==> src/rtl/pipe_fifo.sv <==
// pipe_fifo: elastic FIFO stage for the message pipeline. Storage is registered.
// Full and empty are told apart by the entry count, not by comparing the pointers.
module pipe_fifo #(
   parameter int WIDTH = 8,
   parameter int DEPTH = 4,
   localparam int AW = $clog2(DEPTH),
   localparam int CW = AW + 1
) (
   input  logic             clock,
   input  logic             reset,
   input  logic             iReady,
   input  logic [WIDTH-1:0] iMsg,
   output logic             iGet,
   output logic             oReady,
   output logic [WIDTH-1:0] oMsg,
   input  logic             oGet,
   output logic [CW-1:0]    count,
   output logic [15:0]      delivered
);

   logic [WIDTH-1:0] mem [DEPTH];
   logic [AW-1:0]    wr_ptr;
   logic [AW-1:0]    rd_ptr;
   logic             push;
   logic             pop;

   // Handshake: a transfer happens on a rising edge where valid (iReady/oReady) and
   // ready (iGet/oGet) are both high. iGet and oReady come only from registered
   // state and reset, never from iReady or oGet. A producer must hold iMsg while iGet is low.
   assign iGet   = (count != CW'(DEPTH)) && !reset;
   assign oReady = (count != '0);
   assign oMsg   = oReady ? mem[rd_ptr] : '0;
   assign push   = iReady && iGet;
   assign pop    = oReady && oGet;

   always_ff @(posedge clock) begin
      if (reset) begin
         wr_ptr    <= '0;
         rd_ptr    <= '0;
         count     <= '0;
         delivered <= '0;
      end else begin
         if (push) wr_ptr <= wr_ptr + AW'(1);
         if (pop) begin
            rd_ptr    <= rd_ptr + AW'(1);
            delivered <= delivered + 16'd1;
         end
         case ({push, pop})
            2'b10:   count <= count + CW'(1);
            2'b01:   count <= count - CW'(1);
            default: count <= count;
         endcase
      end
   end

   // Storage is deliberately not reset; only pointers and counters are.
   always_ff @(posedge clock) begin
      if (push) mem[wr_ptr] <= iMsg;
   end

endmodule
==> config.mk <==
export PLATFORM = sky130hd
export DESIGN_NAME = pipe_fifo
export DESIGN_NICKNAME = d
export VERILOG_FILES = /design/src/rtl/pipe_fifo.sv
export SDC_FILE = /design/constraint.sdc
export NUM_CORES = 1
export LEC_CHECK = 0
export ABC_AREA = 1
export CAP_MARGIN = 20
export CORE_MARGIN = 1
export CORE_UTILIZATION = 48
export CTS_CLUSTER_SIZE = 30
export DETAILED_ROUTE_END_ITERATION = 10
export MAX_ROUTING_LAYER = met4
export PLACE_DENSITY = 0.75
export SETUP_SLACK_MARGIN = 0.1
export SLEW_MARGIN = 20
export SYNTH_ARGS = -nofsm -noshare
export SYNTH_HDL_FRONTEND = slang
export SYNTH_SLANG_ARGS = --single-unit
export TNS_END_PERCENT = 20
==> constraint.sdc <==
create_clock -name clock -period 1.9 [get_ports clock]
set_input_delay 0.38 -clock clock [delete_from_list [all_inputs] [get_ports clock]]
set_output_delay 0.38 -clock clock [all_outputs]
set_load 0.05 [all_outputs]
==> results.txt <==
* Synth Instances: 283
- In this run the worst path has a maximum fanout of 16.
- Crit path largest cell delay: 0.37 ns
* Power per cell area: 1320 mW/mm2
- Die Width: 75.9 um
- Worst-path cell chain: clkinv_2, o21ai_0, a21oi_2, buf_12
- The worst hold path belongs to the class reg -> reg.
* Arrival time of data at the critical path endpoint: 1.43 ns
- Global routing used 20.5% of the available tracks.
* Clk Tree Root Cell: sky130_fd_sc_hd__clkbuf_8
- Total number of placement rows: 26
- In this run the critical register-to-register path is launched from count[0]$_SDFFE_PP0P_.
- After Yosys synthesis, XOR and XNOR cells account for 0.334% of the synthesized area.
* Util after Layout: 68.2%
- Cell type group with the largest total delay on the critical path: compound AO/OA/AOI/OAI gates
- Of the cells placed in the final design, the portion with a size suffix greater than 1 is 28.0%.
- TritonCTS created 9 clock buffers.
* Vias per Instance: 4.95
* Worst hold path cell count: 2
- Async S/R FF share, synth: 0%
- In this run the critical register-to-register path is captured at count[2]$_SDFFE_PP0P_.
- Of the total power, registers draw 31.7%.
* Clock Skew: 0.00853 ns
- After Yosys synthesis, full adders, half adders and majority gates account for 3.63% of the synthesized area.
- H-tree levels: 3
- The number of placed instances, taps included, is 398.
- The portion of synthesized area spent on multiplexers is 0%.
- Launching element type of the critical path: flop
- In this run, synthesis produced a sequential element count of 57.
- Combined area of all synthesized cells: 0.00262 mm2
- Cell internal pwr: 2.95 mW
- Fin Setup TNS: 0 ns
- Dividing the detail-routed wire length by the instance count gives 12.7 um.
- Summing over every cut layer, the via total after detailed routing is 2061.
* Most frequent standard cell in the layout excluding fill and tap cells: sky130_fd_sc_hd__nor2_1
* Leak: 1.42 nW
- The slowest stage of the critical path belongs to the cell sky130_fd_sc_hd__dfxtp_4.
* Layout net count: 360
* Final Hold Viols: 0
* Syn nets: 302
- Measured in cells, the most critical reg-to-reg path has a length of 10.
- Summing the areas of all compound-gate instances in the mapped netlist gives 9.98% of the synthesized area.
- Bufs and invs on worst path: 2
- Share of the yosys chip area belonging to registers: 55.8%
* Clk buf depth: 2
* CP Capture Type: output port
- The count of nets left with antenna violations once routing finished came out at 0.
- Entering global routing, the biggest net connects 21 pins.
- Summing all multi-input logic gate instances after layout gives 0.00105 mm2.
- The floorplan step defined a die boundary enclosing 0.00576 mm2.
- Remaining design rule violation count: 0
- CP Data Required Time: 1.52 ns
- The synthesized netlist devotes 24.0% of its cell area to simple gates.
* Total power consumption of the routed design: 4.65 mW
* Final std cell area, no fill: 0.00353 mm2
- 0 antenna diodes ended up in the layout.
* Clock transition at the register clock pins on the worst setup and hold paths after CTS: 0.06 ns
* Combinational share of power: 42.1%
- Core box area: 0.00517 mm2
* Count of placed standard cells in the final layout, fillers left out: 416
- Via count of the first global-routing pass: 1867
- Post-synthesis to final-layout area growth: 34.7%
- Slew Limit Headroom: 66.5%
- The die is 75.9 um tall.
- During synthesis, Yosys emitted a total of 0 warnings.
- After layout, the worst path uses 95.4% of the clock period.
- Half-perimeter wire length of the detailed placement result: 3660 um
* Fillers: 402
- Run status: finished clean
- Wires add up to 5300 um.
- Initial antenna violation count: 0
- Routability congestion estimate: 0.787
* Total of max-cap violations: 0
- RSZ-0062 raised after global routing: yes
- The max-slew violation total from the final report came to 0.
- Port Buf Inserts: 40
* Starting utilization of the core area: 50.7%
- For this run the aggregate overflow at the end of global routing stands at 0.
- The setup check on the worst reg-to-reg path leaves a slack of 0.12 ns.
* Kind of critical path: reg -> out
- In this run, the number of DRC markers left after iteration 0 of detailed routing was 143.
* Wire length of the first global-routing pass: 8740 um
* Switching Fraction: 36.6%
* Setup violators final: 0
- Commonest cells after routing, fill and taps aside: 66 x sky130_fd_sc_hd__nor2_1, 40 x sky130_fd_sc_hd__nand2_1, 32 x sky130_fd_sc_hd__edfxtp_1
- In the synthesized netlist the dominant register cell turns out to be sky130_fd_sc_hd__edfxtp_1.
- Min Clock Period, post-route: 1.81 ns
- Number of library cell types mapped by synthesis: 31
- After detailed placement, the total cell area comes to 0.00322 mm2.
- The clock drives 57 sinks.
- Dominant combinational cell family by area after synthesis: simple AND/OR/NAND/NOR gates
- Net Switching: 1.70 mW
* Clock share of power: 26.2%
- Peak VDD IR: 1.04 mV
- Area occupied by registers: 0.00148 mm2
* TritonCTS clock tree: yes
- Derived from the worst setup path, the maximum achievable clock frequency is 552 MHz.
- 41 I/O pins were placed.
- Number of enable flip-flop cells after synthesis: 32
- The first detailed-routing pass ran for 4 iterations.
- Clock latency on the worst-skew pair: 0.33 ns
* Mean post-synth cell area: 9.26 um2
- Worst Max-Slew Pin Slew: 0.502 ns
- Hold_sp: rd_ptr[1]$_SDFFE_PP0P_
## worst min-delay path, cell delays in order, from the launching register on
cell and delay (ns):
sky130_fd_sc_hd__dfxtp_1 0.31, sky130_fd_sc_hd__inv_1 0.06, sky130_fd_sc_hd__a21oi_2 0.05
## power by group through the flow
stage | sequential, mW | combinational (mW) | clock (mW)
2_1_floorplan | 1.60 | 1.00 | 0
3_3_place_gp | 1.49 | 1.74 | 0
3_5_place_dp | 1.50 | 1.78 | 0
4_1_cts | 1.47 | 1.94 | 1.24
5_1_grt | 1.48 | 2.06 | 1.31
6_report | 1.48 | 1.96 | 1.22
## registers in the layout (all words and copies together) (netlist names), named ones only
signal,cells
count,3
mem,32
delivered,16
wr_ptr,2
rd_ptr,2
## cells by family after synthesis
logic type | count (synthesis)
AND/OR/NAND/NOR | 133
AO/OA/AOI/OAI | 48
flip-flops | 57
adder cells (fa/ha/maj) | 7
XOR/XNOR | 1
buffers and inverters | 37
## cells in the mapped netlist (2+ instances only)
cell / count / share of area, %
sky130_fd_sc_hd__edfxtp_1: 32 / 37
sky130_fd_sc_hd__nand2_1: 41 / 5.9
sky130_fd_sc_hd__a21oi_2: 3 / 1.0
sky130_fd_sc_hd__inv_1: 27 / 3.9
sky130_fd_sc_hd__nor2_2: 2 / 0.48
sky130_fd_sc_hd__ha_1: 6 / 2.9
sky130_fd_sc_hd__nor2_1: 67 / 9.6
sky130_fd_sc_hd__dfxtp_1: 25 / 19
sky130_fd_sc_hd__nand2_2: 2 / 0.48
sky130_fd_sc_hd__o21ai_0: 22 / 4.2
sky130_fd_sc_hd__inv_2: 3 / 0.43
sky130_fd_sc_hd__nand3_1: 8 / 1.5
sky130_fd_sc_hd__nor2_4: 5 / 2.1
sky130_fd_sc_hd__a21oi_1: 20 / 3.8
sky130_fd_sc_hd__buf_2: 4 / 0.76
## cell type report
cell class	count	area share, %
multi-input cells	189	29.8
repair buffers	54	16.4
well taps	70	2.48
clock buffers	12	4.11
clock inverters	4	1.91
flip-flops and latches	57	41.8
inverters	30	3.47
## metrics by stage
step	hold slack, ns	setup WS, ns
floorplan	0.436	-0.0570
global placement	0.448	-0.147
detailed placement	0.453	-0.255
CTS	0.464	0.00889
global route	0.472	0.00105
finish	0.460	0.0882
## worst max path at each step
| stage | from | endpoint | slack, ns | cells after the start |
|---|---|---|---|---|
| global placement | oGet | count[1]$_SDFFE_PP0P_ | -0.15 | 9 |
| global route | count[0]$_SDFFE_PP0P_ | count[2]$_SDFFE_PP0P_ | 0.001 | 10 |
| floorplan | flop | oMsg[5] | -0.06 | 6 |
| CTS | delivered[15]$_SDFFE_PP0P_ | delivered[15] | 0.009 | 1 |
| finish | flop | oMsg[2] | 0.09 | 4 |
| detailed placement | oGet | count[2]$_SDFFE_PP0P_ | -0.25 | 10 |
## per-layer routing
metal	vias up	routed length, um	global-route usage [%]
met3	8	255	4.94
met1	951	2340	23.0
met2	62	2640	34.0
met5	-	0	-
li1	1040	-	-
met4	0	69	10.6
## repair_timing
item | in CTS | in global routing
buffers inserted | 2 | 0
endpoints found under the setup margin | 12 | 13
pin swaps | 1 | 14
hold buffers | 0 | 0
endpoints found under the hold margin | 0 | 0
resized for setup | 15 | 18
Power figures use the tool's default switching activity.
